==> config.mk <==
export PLATFORM = sky130hd
export DESIGN_NAME = gray_dec_arbiter
export DESIGN_NICKNAME = d
export VERILOG_FILES = /design/src/rtl/gray_dec_arbiter.sv
export SDC_FILE = /design/constraint.sdc
export NUM_CORES = 1
export LEC_CHECK = 0
export ABC_AREA = 0
export CORE_MARGIN = 2
export CORE_UTILIZATION = 35
export DETAILED_ROUTE_END_ITERATION = 7
export PLACE_DENSITY = 0.66
export SLEW_MARGIN = 0
export SYNTH_ARGS = -nofsm -noshare
export SYNTH_HDL_FRONTEND = slang
export SYNTH_SLANG_ARGS = --single-unit
==> constraint.sdc <==
create_clock -name clk -period 2.7 [get_ports clk]
set_clock_uncertainty 0.2 [all_clocks]
set_input_delay 0.54 -clock clk [delete_from_list [all_inputs] [get_ports clk]]
set_output_delay 0.54 -clock clk [all_outputs]
set_load 0.01 [all_outputs]
==> src/rtl/gray_dec_arbiter.sv <==
`default_nettype none
// ============================================================================
// Module   : gray_dec_arbiter
// Purpose  : Round-robin arbiter that shares one registered Gray-to-binary
//            decode stage among N_REQ valid/ready requesters.
// Option   : define GRAY_DEC_STEP_CHK_EN to add the per-requester step check
//            and the err output.
// Revision : 1.0 - initial release
// ============================================================================
module gray_dec_arbiter #(
    parameter int N_REQ = 4,
    parameter int W     = 4
) (
    input  logic                     clk,
    input  logic                     rst,
    input  logic [N_REQ-1:0]         req_valid,
    input  logic [N_REQ*W-1:0]       req_gray,
    output logic [N_REQ-1:0]         req_ready,
    output logic                     out_valid,
    input  logic                     out_ready,
    output logic [W-1:0]             out_bin,
    output logic [$clog2(N_REQ)-1:0] out_id,
`ifdef GRAY_DEC_STEP_CHK_EN
    output logic                     err,
`endif
    output logic                     busy
);
    localparam int IDW = $clog2(N_REQ);

    typedef enum logic [1:0] {
        IDLE = 2'd0,
        CONV = 2'd1,
        HOLD = 2'd2
    } state_t;

    state_t         state;
    state_t         state_next;
    logic [IDW-1:0] ptr;
    logic [IDW-1:0] id_q;
    logic [IDW-1:0] cand;
    logic [IDW-1:0] grant_idx;
    logic           grant_found;
    logic [W-1:0]   gray_q;
    logic [W-1:0]   bin_next;
    logic           xor_acc;

    // First valid requester at or above ptr, wrapping modulo N_REQ.
    always_comb begin
        grant_found = 1'b0;
        grant_idx   = '0;
        cand        = '0;
        for (int k = 0; k < N_REQ; k++) begin
            cand = IDW'((32'(ptr) + 32'(k)) % 32'(N_REQ));
            if (!grant_found && req_valid[cand]) begin
                grant_found = 1'b1;
                grant_idx   = cand;
            end
        end
    end

    // Binary bit k is the XOR of all Gray bits from the MSB down to k.
    always_comb begin
        xor_acc  = 1'b0;
        bin_next = '0;
        for (int k = W - 1; k >= 0; k--) begin
            xor_acc     = xor_acc ^ gray_q[k];
            bin_next[k] = xor_acc;
        end
    end

    always_ff @(posedge clk) begin
        if (rst) begin
            state <= IDLE;
        end else begin
            state <= state_next;
        end
    end

    always_comb begin
        state_next = state;
        req_ready  = '0;
        case (state)
            IDLE: begin
                if (grant_found && !rst) begin
                    req_ready[grant_idx] = 1'b1;
                    state_next           = CONV;
                end
            end
            CONV:    state_next = HOLD;
            HOLD:    if (out_ready) state_next = IDLE;
            default: state_next = IDLE;
        endcase
    end

    assign busy = (state != IDLE);

    always_ff @(posedge clk) begin
        if (rst) begin
            ptr       <= '0;
            gray_q    <= '0;
            id_q      <= '0;
            out_valid <= 1'b0;
            out_bin   <= '0;
            out_id    <= '0;
        end else begin
            case (state)
                IDLE: begin
                    if (grant_found) begin
                        gray_q <= req_gray[int'(grant_idx) * W +: W];
                        id_q   <= grant_idx;
                        ptr    <= IDW'((32'(grant_idx) + 32'd1) % 32'(N_REQ));
                    end
                end
                CONV: begin
                    out_bin   <= bin_next;
                    out_id    <= id_q;
                    out_valid <= 1'b1;
                end
                HOLD: begin
                    if (out_ready) out_valid <= 1'b0;
                end
                default: ;
            endcase
        end
    end

`ifdef GRAY_DEC_STEP_CHK_EN
    logic [W-1:0]     last_gray [N_REQ];
    logic [N_REQ-1:0] seen;

    // A step of more than one bit since the requester's previous word is an error.
    always_ff @(posedge clk) begin
        if (rst) begin
            err  <= 1'b0;
            seen <= '0;
            for (int i = 0; i < N_REQ; i++) last_gray[i] <= '0;
        end else if (state == CONV) begin
            err             <= seen[id_q] && ($countones(gray_q ^ last_gray[id_q]) > 1);
            last_gray[id_q] <= gray_q;
            seen[id_q]      <= 1'b1;
        end
    end
`else
    // Default build carries no per-requester history.
`endif

endmodule
`default_nettype wire

## Word-level counts from Yosys, hierarchy flattened

Index checks and enable logic that the tools add are counted.

- Flip-flop bits (word level): 17
- Output and inout port bits: 12
- Word-level logic and storage cells: 65

- $add $sub $neg: 4
- Magnitude comparators: 6
- Eq/ne operators: 4
- Shift-type cells: 1
- Muxes and demuxes: 25
- Bitwise gates (word level): 3
- Reduce and logical (&&, ||, !) cells: 15

Operator list:

| operator | number |
|---|---|
| $shiftx A16 B5 Y4 | 1 |
| $lt A2 B3 Y1 const B | 5 |
| $mux W2 | 6 |
| $mux W1 | 10 |
| $bmux W1 S2 | 4 |
| $mux W4 | 2 |
| $pmux W2 S3 | 1 |
| $reduce_and A2 Y1 | 3 |
| $logic_and A1 B1 Y1 | 5 |
| $add A2 B1 Y2 const B | 2 |
| $add A2 B2 Y2 const B | 2 |
| $logic_not A1 Y1 | 4 |
| $ne A2 B2 Y1 const B | 2 |
| $reduce_bool A2 Y1 | 2 |
| $xor A1 B1 Y1 | 3 |
| $demux W1 S2 | 1 |
| $eq A2 B1 Y1 const B | 1 |
| $eq A2 B2 Y1 const B | 1 |
| $ge A2 B1 Y1 const B | 1 |
| $logic_not A2 Y1 | 1 |
| $pmux W1 S2 | 1 |

## Logic depth before layout (Yosys ltp)

- Word-level depth: 18
- Gate-level depth with buffers: 6

## Worst setup path after synthesis

Ideal clock, no wire load.

- Path type: input to output
- From: input req_valid[0]
- To: output req_ready[2]
- Arrival: 1.395 ns
- Data required time: 1.960 ns
- Setup slack: 0.565 ns
- Stages on the path: 5
- Path buffers: 1
- Path through: a21oi_1 -> a2bb2oi_2 -> buf_4 -> inv_1 -> nor2_1

- Word-level cells in the longest chain between the ends: 18
- Elaborated cells between the ends (all ways): 30
- Those cells by class: 2 x order compare; 20 x mux; 8 x reduce/logical

RTL lines:

| item | RTL line | source |
|---|---|---|
| from (decl) | 16 | `input logic [N_REQ-1:0] req_valid,` |
| $bmux W1 S2 | 54 | `if (!grant_found && req_valid[cand]) begin` |
| $mux W1 (implied by the code) | 54 |  |
| $mux W1 | 54 |  |
| $logic_not A1 Y1 | 54 |  |
| $logic_and A1 B1 Y1 | 54 |  |
| $mux W1 | 54 |  |
| $logic_not A1 Y1 | 54 |  |
| $logic_and A1 B1 Y1 | 54 |  |
| [2 not listed] | - |  |
| $logic_and A1 B1 Y1 | 54 |  |
| $mux W2 | 54 |  |
| $lt A2 B3 Y1 (implied by the code) or $ge A2 B1 Y1 (tied branches) | 85 | `req_ready[grant_idx] = 1'b1;` |
| $logic_and A1 B1 Y1 (implied by the code) | 85 |  |
| $mux W1 (implied by the code) | 85 |  |
| $demux W1 S2 | 85 |  |
| $mux W4 (*) | 84 | `if (grant_found && !rst) begin` |
| $mux W4 (*) | 82 | `case (state)` |
| to (decl) | 18 | `output logic [N_REQ-1:0] req_ready,` |

Every way passes the cells marked *; elsewhere a longest branch is shown, timed or not. The select of a mux whose other input is x is not followed.

## Worst setup path in the final report

- From: input req_valid[2]
- To: output req_ready[0]

The elaborated chain is that of the path after synthesis.

==> results.yml <==
status:
  status: "completed"
drt:
  first_pass_iters: 4
  drcViolationCount: 0
  vias: 842
  viasPerCell: 4.90
  wire_per_inst_um: 12.0
  routed_wirelength_um: 2060
  drt_iter0_drc: 6
  antenna_left: 0
yosys:
  synth.cell_area_um2: 911
  synth_nets: 121
  syn-instance-count: 98
  syn_avg_cell_area_um2: 9.29
  synth_fa_ha_area_share_pct: 0
  synthArstFlopShare_pct: 0
  seq_area_frac_synth_pct: 37.4
  synthSimpleGateAreaFrac_pct: 27.1
  ys_warn_count: 0
  ys_ff_latch: 17
  ys_types: 27
  synthMuxAreaShare_pct: 9.89
  synthXorXnorAreaFrac_pct: 3.85
  yosys_most_used_dff: "dfxtp_1"
  synth_top_family_by_area: "simple AND/OR/NAND/NOR gates"
  synth_compound_area_share_pct: 18.1
  synth-edff-count: 0
cts:
  clock-sinks: 17
  h-tree-depth: 1
  cts_tree: "built"
  cts_made_buffers: 3
  ctsHoldBuffers: 0
  cts.clk_slew.worst_paths_ns: 0.09
  clk_latency_ns: 0.28
  cts_buffer_depth: 2
  cts_root_buf: "clkbuf_4"
critical_path:
  crit_slowest_cell: "nor4_2"
  crit_path_max_incr_delay_ns: 0.36
  critPathArrivalTime_ns: 1.84
  crit_fanout: 5
  crit_path_end_kind: "primary output"
  cp-start-kind: "input pin"
  crit_type: "in2out"
  crit_top_cell: "dlygate4sd2_1"
  r2r_cells: 8
  crit_required_ns: 1.96
  path_cells: "dlygate4sd2_1 > nor4_2 > or2_4 > nor2_8 > nand2b_4 > nor2_1 > dlygate4sd2_1"
hold_path:
  hp-class: "reg2reg"
  worstHoldPathCells: 2
power_and_ir_drop:
  p_sw_uw: 239
  p_per_area_mw_per_mm2: 543
  p_leak_uw: 0.000532
  p_int_uw: 513
  seqPwrFrac_pct: 41.6
  vdd_ir_drop_max_uv: 291
  design_power_total_uw: 752
  pwr-share-clk_pct: 17.4
  switching_share_pct: 31.8
  combPwrFrac_pct: 41.0
finish:
  fin_util_pct: 56.0
  fillers: 235
  nNetsFinal: 166
  drive_gt1_share_pct: 21.8
  syn2layout_area_growth_pct: 52.2
  num_antenna_cells: 0
  final_common_cell: "clkdlybuf4s50_1"
  final_cell_mix: "26 x clkdlybuf4s50_1, 16 x dfxtp_1, 14 x nand2_1"
  instances_no_fill: 172
timing:
  rsz0062_at_grt: "no"
  hold_viol: 0
  maxSlewViolCount: 0
  clock.fmax_mhz: 387
  worst_pin_slew_ns: 0.508
  finalCritPeriodShare_pct: 95.6
  max_slew_margin_pct: 66.1
  period_needed_ns: 2.58
  setup_viol: 0
  setup_ws_ns: 0.119
global_route:
  antenna_found_initial: 0
  grt_pass1_wl_um: 3350
  track_usage_pct: 15.2
  grt_overflow: 0
  grt_pass1_vias: 789
  grt_max_degree: 17
place:
  pre_cts_slack_ns: -0.367
  place_inst: 167
  dp_hpwl_um: 1650
  port_buffers: 34
  gp_congestion: 0.722
run:
  maxCapViolCount: 0
floorplan:
  chipWidth_um: 55.0
  start_util_pct: 36.8
  core.rowCount: 18
  io_pins: 35
  core-area_mm2: 0.00248
  die_y_um: 55.0
  dieArea_mm2: 0.00303
-- worst paths after layout --
check | from | endpoint | slack (ns)
worst min register to register | out_id[0] | out_id[0] | 0.26
worst max-delay path | req_valid[2] | req_ready[0] | 0.12
worst max register to register | ptr[0] | gray_q[3] | 0.80
worst min-delay path | out_id[0] | out_id[0] | 0.26
-- per-stage QoR --
step / TNS (ns) / hold WS [ns] / instance area, um^2
final: 0 / 0.262 / 1390
after global routing: 0 / 0.296 / 1390
after CTS: 0 / 0.266 / 1390
after detailed placement: -1.38 / 0.252 / 1330
after global placement: -1.32 / 0.249 / 1330
after floorplan: 0 / 0.232 / 911
-- power groups by stage --
stage / registers (uW) / clock network (uW) / logic, uW
after floorplan: 317 / 0 / 184
after global placement: 317 / 0 / 297
after detailed placement: 318 / 0 / 300
after CTS: 313 / 136 / 311
after global routing: 318 / 145 / 337
final: 313 / 131 / 309
-- what timing repair did --
action	4_1_cts	5_1_grt
endpoints found under the hold margin	0	0
gates resized for setup	18	1
buffers inserted	1	0
pin swaps	3	0
setup endpoints to repair	4	1
-- sequential cells by signal, indices dropped and copies added, names as in the netlist --
name,flops
gray_q,4
out_valid,1
state,2
out_bin,4
id_q,2
ptr,2
out_id,2
-- synth_stat cells, types with 2 or more instances --
cell,instances,area [um^2]
xnor2_1,4,35.0
nand2_1,14,52.6
inv_1,2,7.51
nor2b_1,2,12.5
dfxtp_1,17,340
mux2i_1,9,90.1
a211oi_1,3,22.5
a21oi_1,11,55.1
clkbuf_1,2,7.51
o221ai_2,4,60.1
nor2_1,10,37.5
nand3b_1,5,37.5
-- critical path, delay by kind of cell --
family / cells / cell delay [ns]
AND/OR/NAND/NOR: 5 / 0.76
buffers and inverters: 2 / 0.55
-- routing by layer --
layer,GRT usage [%],share of wire (%),vias up
met5,0,0,-
met4,3.66,0.58,0
met3,4.03,4.6,2
met2,26.8,50,18
met1,18.4,44,390
li1,-,-,432
-- kinds of logic (layout without fill, tap and decap cells) --
kind of cell | after synthesis | count (layout)
compound gates | 20 | 20
flops | 17 | 17
xor+xnor | 4 | 4
simple gates | 42 | 42
mux | 9 | 9
buf+inv | 6 | 50
-- area by class of cell --
| class | instances | area (um^2) | area share (%) |
|---|---|---|---|
| tap | 30 | 37.5 | 2.71 |
| clock buffer | 4 | 26.3 | 1.90 |
| timing repair buffer | 44 | 414 | 29.9 |
| inverter | 2 | 7.51 | 0.542 |
| sequential | 17 | 342 | 24.6 |
| multi-input combinational | 75 | 559 | 40.3 |
Power figures use the tool's default switching activity.
